--- src/rtl/path_meter_pkg.sv ---
// Shared types and defaults for the path delay meter.
// Holds the measurement FSM state encoding and default widths/limits.
package path_meter_pkg;

    localparam int CNT_W_DEF   = 16;
    localparam int TIMEOUT_DEF = 1023;

    typedef enum logic [2:0] {
        IDLE,
        SETTLE,
        LAUNCH,
        WAIT,
        NEXT,
        DONE
    } state_e;

endpackage

--- src/rtl/path_sync.sv ---
// Multi-stage synchronizer for the asynchronous chain result.
// Ports: clk, rst_n (sync, active-low), i_d (async in), o_q (synced out).
module path_sync #(
    parameter int STAGES  = 2,
    parameter bit RST_VAL = 1'b0
) (
    input  logic clk,
    input  logic rst_n,
    input  logic i_d,
    output logic o_q
);

    (* ASYNC_REG = "TRUE", keep = "true" *)
    logic [STAGES-1:0] r_ff;

    always_ff @(posedge clk) begin
        if (!rst_n) begin
            r_ff <= {STAGES{RST_VAL}};
        end else begin
            r_ff <= {r_ff[STAGES-2:0], i_d};
        end
    end

    assign o_q = r_ff[STAGES-1];

endmodule

--- src/rtl/path_delay_meter.sv ---
// Launches transitions into a delay chain and times the synchronized return.
// Ports: clk, rst_n, start -> pathInput; pathResult -> busy, done,
// timeout_err, delay_last/min/max, delay_sum (results over 2^TRIALS_LOG2 trials).
module path_delay_meter
    import path_meter_pkg::*;
#(
    parameter int CNT_W       = CNT_W_DEF,
    parameter int TRIALS_LOG2 = 3,
    parameter int TIMEOUT     = TIMEOUT_DEF,
    parameter int SYNC_STAGES = 2,
    parameter int INVERTING   = 0
) (
    input  logic                         clk,
    input  logic                         rst_n,
    input  logic                         start,
    output logic                         pathInput,
    input  logic                         pathResult,
    output logic                         busy,
    output logic                         done,
    output logic                         timeout_err,
    output logic [CNT_W-1:0]             delay_last,
    output logic [CNT_W-1:0]             delay_min,
    output logic [CNT_W-1:0]             delay_max,
    output logic [CNT_W+TRIALS_LOG2-1:0] delay_sum
);

    localparam int SUM_W = CNT_W + TRIALS_LOG2;
    localparam logic INV = (INVERTING != 0);
    // Limit is hit on the edge where the counter would become TIMEOUT.
    localparam logic [CNT_W-1:0] TMO_M1 = CNT_W'(TIMEOUT - 1);

    state_e                 r_state;
    state_e                 w_next;
    logic                   r_path_in;
    logic                   r_busy;
    logic                   r_done;
    logic                   r_err;
    logic [CNT_W-1:0]       r_cnt;
    logic [TRIALS_LOG2-1:0] r_idx;
    logic [CNT_W-1:0]       r_last;
    logic [CNT_W-1:0]       r_min;
    logic [CNT_W-1:0]       r_max;
    logic [SUM_W-1:0]       r_sum;
    logic                   w_sync;
    logic                   w_match;
    logic                   w_tmo;
    logic                   w_last_trial;

    path_sync #(
        .STAGES  (SYNC_STAGES),
        .RST_VAL (INV)
    ) u_sync (
        .clk   (clk),
        .rst_n (rst_n),
        .i_d   (pathResult),
        .o_q   (w_sync)
    );

    assign w_match      = (w_sync == (r_path_in ^ INV));
    assign w_tmo        = (r_cnt == TMO_M1);
    assign w_last_trial = &r_idx;

    always_comb begin
        w_next = r_state;
        unique case (r_state)
            IDLE:    if (start) w_next = SETTLE;
            SETTLE: begin
                if (w_match)    w_next = LAUNCH;
                else if (w_tmo) w_next = DONE;
            end
            LAUNCH:  w_next = WAIT;
            WAIT: begin
                if (w_match)    w_next = NEXT;
                else if (w_tmo) w_next = DONE;
            end
            NEXT:    w_next = w_last_trial ? DONE : LAUNCH;
            DONE:    w_next = IDLE;
            default: w_next = IDLE;
        endcase
    end

    always_ff @(posedge clk) begin
        if (!rst_n) begin
            r_state   <= IDLE;
            r_path_in <= 1'b0;
            r_busy    <= 1'b0;
            r_done    <= 1'b0;
            r_err     <= 1'b0;
            r_cnt     <= '0;
            r_idx     <= '0;
            r_last    <= '0;
            r_min     <= '0;
            r_max     <= '0;
            r_sum     <= '0;
        end else begin
            r_state <= w_next;
            r_busy  <= (w_next != IDLE) && (w_next != DONE);
            r_done  <= (w_next == DONE);
            unique case (r_state)
                IDLE: begin
                    if (start) begin
                        r_sum <= '0;
                        r_min <= '1;
                        r_max <= '0;
                        r_err <= 1'b0;
                        r_idx <= '0;
                        r_cnt <= '0;
                    end
                end
                SETTLE: begin
                    if (!w_match) begin
                        if (w_tmo) r_err <= 1'b1;
                        else       r_cnt <= r_cnt + 1'b1;
                    end
                end
                LAUNCH: begin
                    r_path_in <= ~r_path_in;
                    r_cnt     <= '0;
                end
                WAIT: begin
                    if (w_match) begin
                        r_last <= r_cnt;
                        r_sum  <= r_sum + {{TRIALS_LOG2{1'b0}}, r_cnt};
                        if (r_cnt < r_min) r_min <= r_cnt;
                        if (r_cnt > r_max) r_max <= r_cnt;
                    end else if (w_tmo) begin
                        r_err <= 1'b1;
                    end else begin
                        r_cnt <= r_cnt + 1'b1;
                    end
                end
                NEXT: begin
                    if (!w_last_trial) r_idx <= r_idx + 1'b1;
                end
                default: ;
            endcase
        end
    end

    assign pathInput   = r_path_in;
    assign busy        = r_busy;
    assign done        = r_done;
    assign timeout_err = r_err;
    assign delay_last  = r_last;
    assign delay_min   = r_min;
    assign delay_max   = r_max;
    assign delay_sum   = r_sum;

endmodule

--- config.mk ---
export PLATFORM = sky130hd
export DESIGN_NAME = path_delay_meter
export DESIGN_NICKNAME = d
export VERILOG_FILES = /design/src/rtl/path_meter_pkg.sv /design/src/rtl/path_sync.sv /design/src/rtl/path_delay_meter.sv
export SDC_FILE = /design/constraint.sdc
export NUM_CORES = 1
export LEC_CHECK = 0
export CORE_MARGIN = 2
export CORE_UTILIZATION = 60
export DETAILED_ROUTE_END_ITERATION = 10
export PLACE_DENSITY = 0.95
export RECOVER_POWER = 25
export SLEW_MARGIN = 5
export SYNTH_ARGS = -nofsm -noshare
export SYNTH_HDL_FRONTEND = slang
export SYNTH_HIERARCHICAL = 1
export SYNTH_SLANG_ARGS = --single-unit
--- constraint.sdc ---
create_clock -name clk -period 7.1 [get_ports clk]
set_input_delay 0.71 -clock clk [delete_from_list [all_inputs] [get_ports clk]]
set_output_delay 0.71 -clock clk [all_outputs]
set_load 0.05 [all_outputs]
==> summary.md, run 1 <==
| Metric | Value |
|---|---|
| Status | `finished with violations` |
| Failing checks | `max-capacitance violations, max-slew violations` |
| Die ar. | `9730 um^2` |
| Post-CTS Resized | `0` |
| Worst path max stage delay | `2.27 ns` |
| Mapped cell area | `5370 um^2` |
| Overall routed net length | `14,000 um` |
| CTS tree | `built` |
| Clock Latency Late Sink | `0.37 ns` |
| Largest net degree at the start of global routing | `86` |
| Maximum clock frequency | `237 MHz` |
| Min-Delay Path Class | `register to register` |
| Max_cap viols | `1` |
| Vias in the first global route | `4,902` |
| Initial DRC Count | `373` |
| Vias | `5,014` |
| Gate power share | `0.265` |
| Non-Filler Instances | `800` |
| Crit path cell chain | `buf_2 -> clkbuf_1 -> o21ai_0 -> a2111o_1 -> o21ai_0` |
| Power Density | `202 nW/um^2` |
| Post-DP HPWL | `9700 um` |
| CTS Buf Count | `9` |
| Hold_buf cts | `0` |
| Data arrival, critical path | `4.51 ns` |
| RSZ-0062 raised after global routing | `no` |
| Critical Path Most Common Cell | `o21ai_0` |
| Yosys warns | `6` |
| Max_slew headroom | `-1.17` |
| Initial antenna violation count | `0` |
| Share of layout cells above drive strength 1 | `0.0621` |
| Fill cell count | `634` |
| Slowest CP cell | `clkbuf_1` |
| CP startpoint kind | `primary input` |
| ANT cells | `0` |
| Fin Clk Skew | `0.00701 ns` |
| Std-Cell Rows | `34` |
| I/O pins | `75` |
| Int Pwr | `0.813 mW` |
| Core Footprint | `8720 um^2` |
| H-tree levels | `3` |
| Die X | `98.6 um` |
| CP required | `7.39 ns` |
| Routed WL per cell | `17.5 um` |
| DRT Pass-1 Iters | `5` |
| Post-Synthesis Cells | `633` |
| First-pass GRT wire length | `23,100 um` |
| Post-Syn Nets | `689` |
| Dpl cells | `784` |
| Slew @ Worst Pin | `3.25 ns` |
| Bufs on Longest Clock Path | `2` |
| Final setup fails | `0` |
| Lkg Pwr | `2.45 nW` |
| Maximum VDD drop | `0.0979 mV` |
| Num Clock Sinks | `95` |
| Sw frac | `0.361` |
| Gpl congestion | `0.961` |
| P_sw | `0.459 mW` |
| Clk pin slew, worst setup/hold paths | `0.10 ns` |
| Remaining DRCs | `0` |
| Number of setup buffers added after CTS | `0` |
| CP bufs+invs | `2` |
| DIE HEIGHT | `98.6 um` |
| Post-route clock period utilization | `0.594` |
| Final nets | `743` |
| Period minus WS final | `4.21 ns` |
| P&R area growth vs syn | `17.4%` |
| Final hold vios | `0` |
| CTS root buf | `clkbuf_8` |
| Setup TNS | `0 ns` |
| Hold_ws | `0.442 ns` |
| Mean area per synthesized cell | `8.49 um^2` |
| WS Path Type | `primary input to register` |
| GRT overflow | `0` |
| Top Family by Delay on Critical Path | `buffers and inverters` |
| Starting density of the core | `0.616` |
| Max-slew violations | `86` |
| Input/output buffers | `74` |
| Antenna Nets Post-Route | `0` |
| Crit end category | `register` |
| Clock power frac | `0.262` |
| Crit-path max FO | `85` |
| Avg Vias per Cell | `6.27` |
| Total GRT Usage | `0.292` |
| Share of power burned in registers | `0.473` |
[worst paths after layout]
kind                  start        endpoint  slack [ns]  depth (start not counted)
max                   rst_n   delay_sum[17]        2.89                          5
max reg2reg       r_cnt[10]   delay_min[12]        3.87                          7
min reg2reg  u_sync/r_ff[0]  u_sync/r_ff[1]        0.44                          1
min          u_sync/r_ff[0]  u_sync/r_ff[1]        0.44                          1
[per-stage QoR]
stage	setup slack [ns]	utilization	power, mW	area (um^2)
3_5_place_dp	3.63	0.703	0.949	6130
6_report	2.89	0.724	1.27	6310
5_1_grt	2.39	0.724	1.33	6310
3_3_place_gp	3.78	0.703	0.934	6130
4_1_cts	3.94	0.724	1.28	6310
2_1_floorplan	4.59	-	0.854	5370
[power by group through the flow]
stage	sequential [mW]	combinational, mW	clock [mW]
3_3_place_gp	0.611	0.323	0
6_report	0.602	0.337	0.334
5_1_grt	0.606	0.360	0.363
4_1_cts	0.601	0.338	0.338
2_1_floorplan	0.677	0.177	0
3_5_place_dp	0.613	0.335	0
[worst register-to-register path: cells and delay by family, from the launching register on]
family,cells,cell delay [ns]
compound gates,4,1.85
fa+ha+maj,1,0.38
flops,1,0.69
simple gates,2,0.26
[area by class of cell]
cell class	count	area [um^2]	share of cell area
Clock buffer	9	124	0.0196
Inverter	36	135	0.0214
Clock inverter	7	57.6	0.00912
Tap cell	108	135	0.0214
Multi-Input combinational cell	468	3200	0.507
Sequential cell	95	1900	0.301
Timing Repair Buffer	77	754	0.120
[cells in the final DEF (no fill, tap or decap), types with 5 or more instances in the layout]
cell type	n
a21boi_0	19
nor3_1	12
clkbuf_8	9
dfxtp_1	95
and2_1	9
a211oi_1	6
nor4_1	9
clkinvlp_4	5
nor2b_1	12
nand3_1	29
ha_1	51
nand2_1	83
a21oi_1	29
xnor2_1	15
xor2_1	8
nor2_1	34
o221a_2	16
a21o_1	9
o21ai_0	30
clkdlybuf4s50_1	43
dlygate4sd3_1	30
nand4_1	11
mux2i_1	16
o21a_1	7
or3_1	5
inv_1	36
[state kept, by name (all words and copies together) (netlist names)]
signal       cells
done             1
delay_max       16
r_cnt           16
delay_last      16
delay_sum       19
pathInput        1
timeout_err      1
r_idx            3
r_state          3
busy             1
u_sync/r_ff      2
delay_min       16
[metal layers]
layer	up-vias	GRT usage	routed length, um
met5	-	0	0
met2	232	0.491	6670
met4	0	0.164	614
li1	2374	-	-
met1	2344	0.353	5810
met3	64	0.0496	892
Power figures use the tool's default switching activity.
==> run 2, diff against run 1 <==
Settings changed: CORE_UTILIZATION 60 to 50, PLACE_DENSITY 0.95 to 0.88.
Clock period 7.1 ns to 3.41 ns, I/O delays scaled along.
==> run 2 against run 1 <==
The run still ends with max-capacitance violations, max-slew violations left. Cell count rose by 4.9%. Clock power rose by 120%. Utilization fell by 10 points. Hold slack got worse by 0.0053 ns. Final area rose by 2.2%. Clock-buffer cell count rose by 1. Power rose by 110%. Setup slack got worse by 2.4 ns. Clock skew rose by 0.0043 ns. First-iteration DRC count rose by 24%. Highest routed layer unchanged.
==> summary.md, run 2 (same netlist as run 1, synthesis figures left out) <==
| Metric | Value |
|---|---|
| Clk pin slew, worst setup/hold paths | `0.09 ns` |
| Core Footprint | `10,400 um^2` |
| H-tree levels | `3` |
| Input/output buffers | `74` |
| Vias in the first global route | `4,903` |
| Number of setup buffers added after CTS | `0` |
| Share of layout cells above drive strength 1 | `0.0768` |
| CP startpoint kind | `register` |
| Num Clock Sinks | `95` |
| Maximum clock frequency | `344 MHz` |
| Initial antenna violation count | `0` |
| Hold_ws | `0.437 ns` |
| Post-route clock period utilization | `0.852` |
| Fill cell count | `857` |
| Slew @ Worst Pin | `1.69 ns` |
| CTS root buf | `clkbuf_8` |
| Final design utilization | `0.622` |
| Clock Latency Late Sink | `0.39 ns` |
| Final setup fails | `0` |
| Min-Delay Path Class | `register to register` |
| Status | `finished with violations` |
| DIE HEIGHT | `108 um` |
| Commonest cells after routing, fill and taps aside | `95 x dfxtp_1, 83 x nand2_1, 51 x ha_1` |
| I/O pins | `75` |
| ANT cells | `0` |
| Crit end category | `register` |
| Post-CTS Resized | `0` |
| Std-Cell Rows | `37` |
| Maximum VDD drop | `0.239 mV` |
| Remaining DRCs | `0` |
| Initial DRC Count | `464` |
| Worst setup margin | `0.504 ns` |
| Die ar. | `11,600 um^2` |
| Bufs on Longest Clock Path | `2` |
| RSZ-0062 raised after global routing | `no` |
| Max-slew violations | `46` |
| Max_cap viols | `1` |
| Starting density of the core | `0.518` |
| WS Path Type | `register to register` |
| Final hold vios | `0` |
| Power Density | `419 nW/um^2` |
| Hold_buf cts | `0` |
| P&R area growth vs syn | `20.0%` |
| Setup TNS | `0 ns` |
| Post-DP HPWL | `10,300 um` |
| Die X | `108 um` |
| Vias | `5,008` |
| CP required | `3.68 ns` |
| Period minus WS final | `2.91 ns` |
| Largest net degree at the start of global routing | `46` |
| Place WS | `0.579 ns` |
| Lkg Pwr | `2.55 nW` |
| Overall routed net length | `14,300 um` |
| Largest register FFs | `19` |
| CTS Buf Count | `9` |
| Failing checks | `max-capacitance violations, max-slew violations` |
| Final nets | `756` |
| Gpl congestion | `0.923` |
| Routed WL per cell | `17.0 um` |
| DRT Pass-1 Iters | `5` |
| First-pass GRT wire length | `23,100 um` |
| CTS tree | `built` |
| Avg Vias per Cell | `5.97` |
| Total GRT Usage | `0.251` |
| Fin Clk Skew | `0.0113 ns` |
| Crit-path max FO | `16` |
| GRT overflow | `0` |
| Data arrival, critical path | `3.18 ns` |
| Max_slew headroom | `-0.126` |
| Leading cell type in the layout, fill and taps excluded | `dfxtp_1` |
| Antenna Nets Post-Route | `0` |
run 2: cell types whose count changed in the layout (fill, tap and decap cells not counted), sizes merged:
cell and change:
clkbuf +1, clkdlybuf4s50 -4, inv -2, buf +13, dlygate4sd3 +4, bufinv +1
clkinvlp -4, clkinv +2
run 2: power by group:
| part | switching (mW) | internal, mW | leakage, nW |
|---|---|---|---|
| logic | 0.462 | 0.258 | 1.68 |
| registers | 0.0695 | 1.17 | 0.771 |
| clock network | 0.396 | 0.348 | 0.0940 |
| total | 0.927 | 1.78 | 2.55 |
run 2: per-layer routing:
metal,global-route usage,vias up,share of wire
li1,-,2402,-
met1,0.308,2350,0.42
met2,0.420,211,0.48
met3,0.0442,45,0.072
met4,0.132,0,0.033
met5,0,-,0
run 2: metrics by stage:
stage	cell area, um^2	cells	power (mW)
finish	6450	839	2.70
global route	6450	839	2.81
CTS	6450	839	2.71
detailed placement	6260	825	1.98
global placement	6260	825	1.96
floorplan	5370	633	1.78
run 2: layout make-up:
cell class	instances	area, um^2	area share
multi-input cells	468	3200	0.497
repair buffers	90	855	0.133
flip-flops and latches	95	1900	0.295
clock inverters	4	47.5	0.00737
clock buffers	10	138	0.0213
well taps	136	170	0.0264
inverters	36	135	0.0210
run 2: final timing paths:
| kind | startpoint | end | slack [ns] | cells past startpoint |
|---|---|---|---|---|
| hold / removal | u_sync/r_ff[0] | u_sync/r_ff[1] | 0.44 | 1 |
| hold reg to reg | u_sync/r_ff[0] | u_sync/r_ff[1] | 0.44 | 1 |
| setup / recovery | r_cnt[10] | delay_min[6] | 0.50 | 7 |
| setup reg to reg | r_cnt[10] | delay_min[6] | 0.50 | 7 |
run 2: critical path, stage by stage, from the launching register on:
cell and delay [ns]:
dfxtp_1 0.67, ha_1 0.38, a211oi_1 0.34, nand3_1 0.12, a31oi_1 0.21, a211o_1 0.16, nand3_1 0.47, o221a_2 0.44
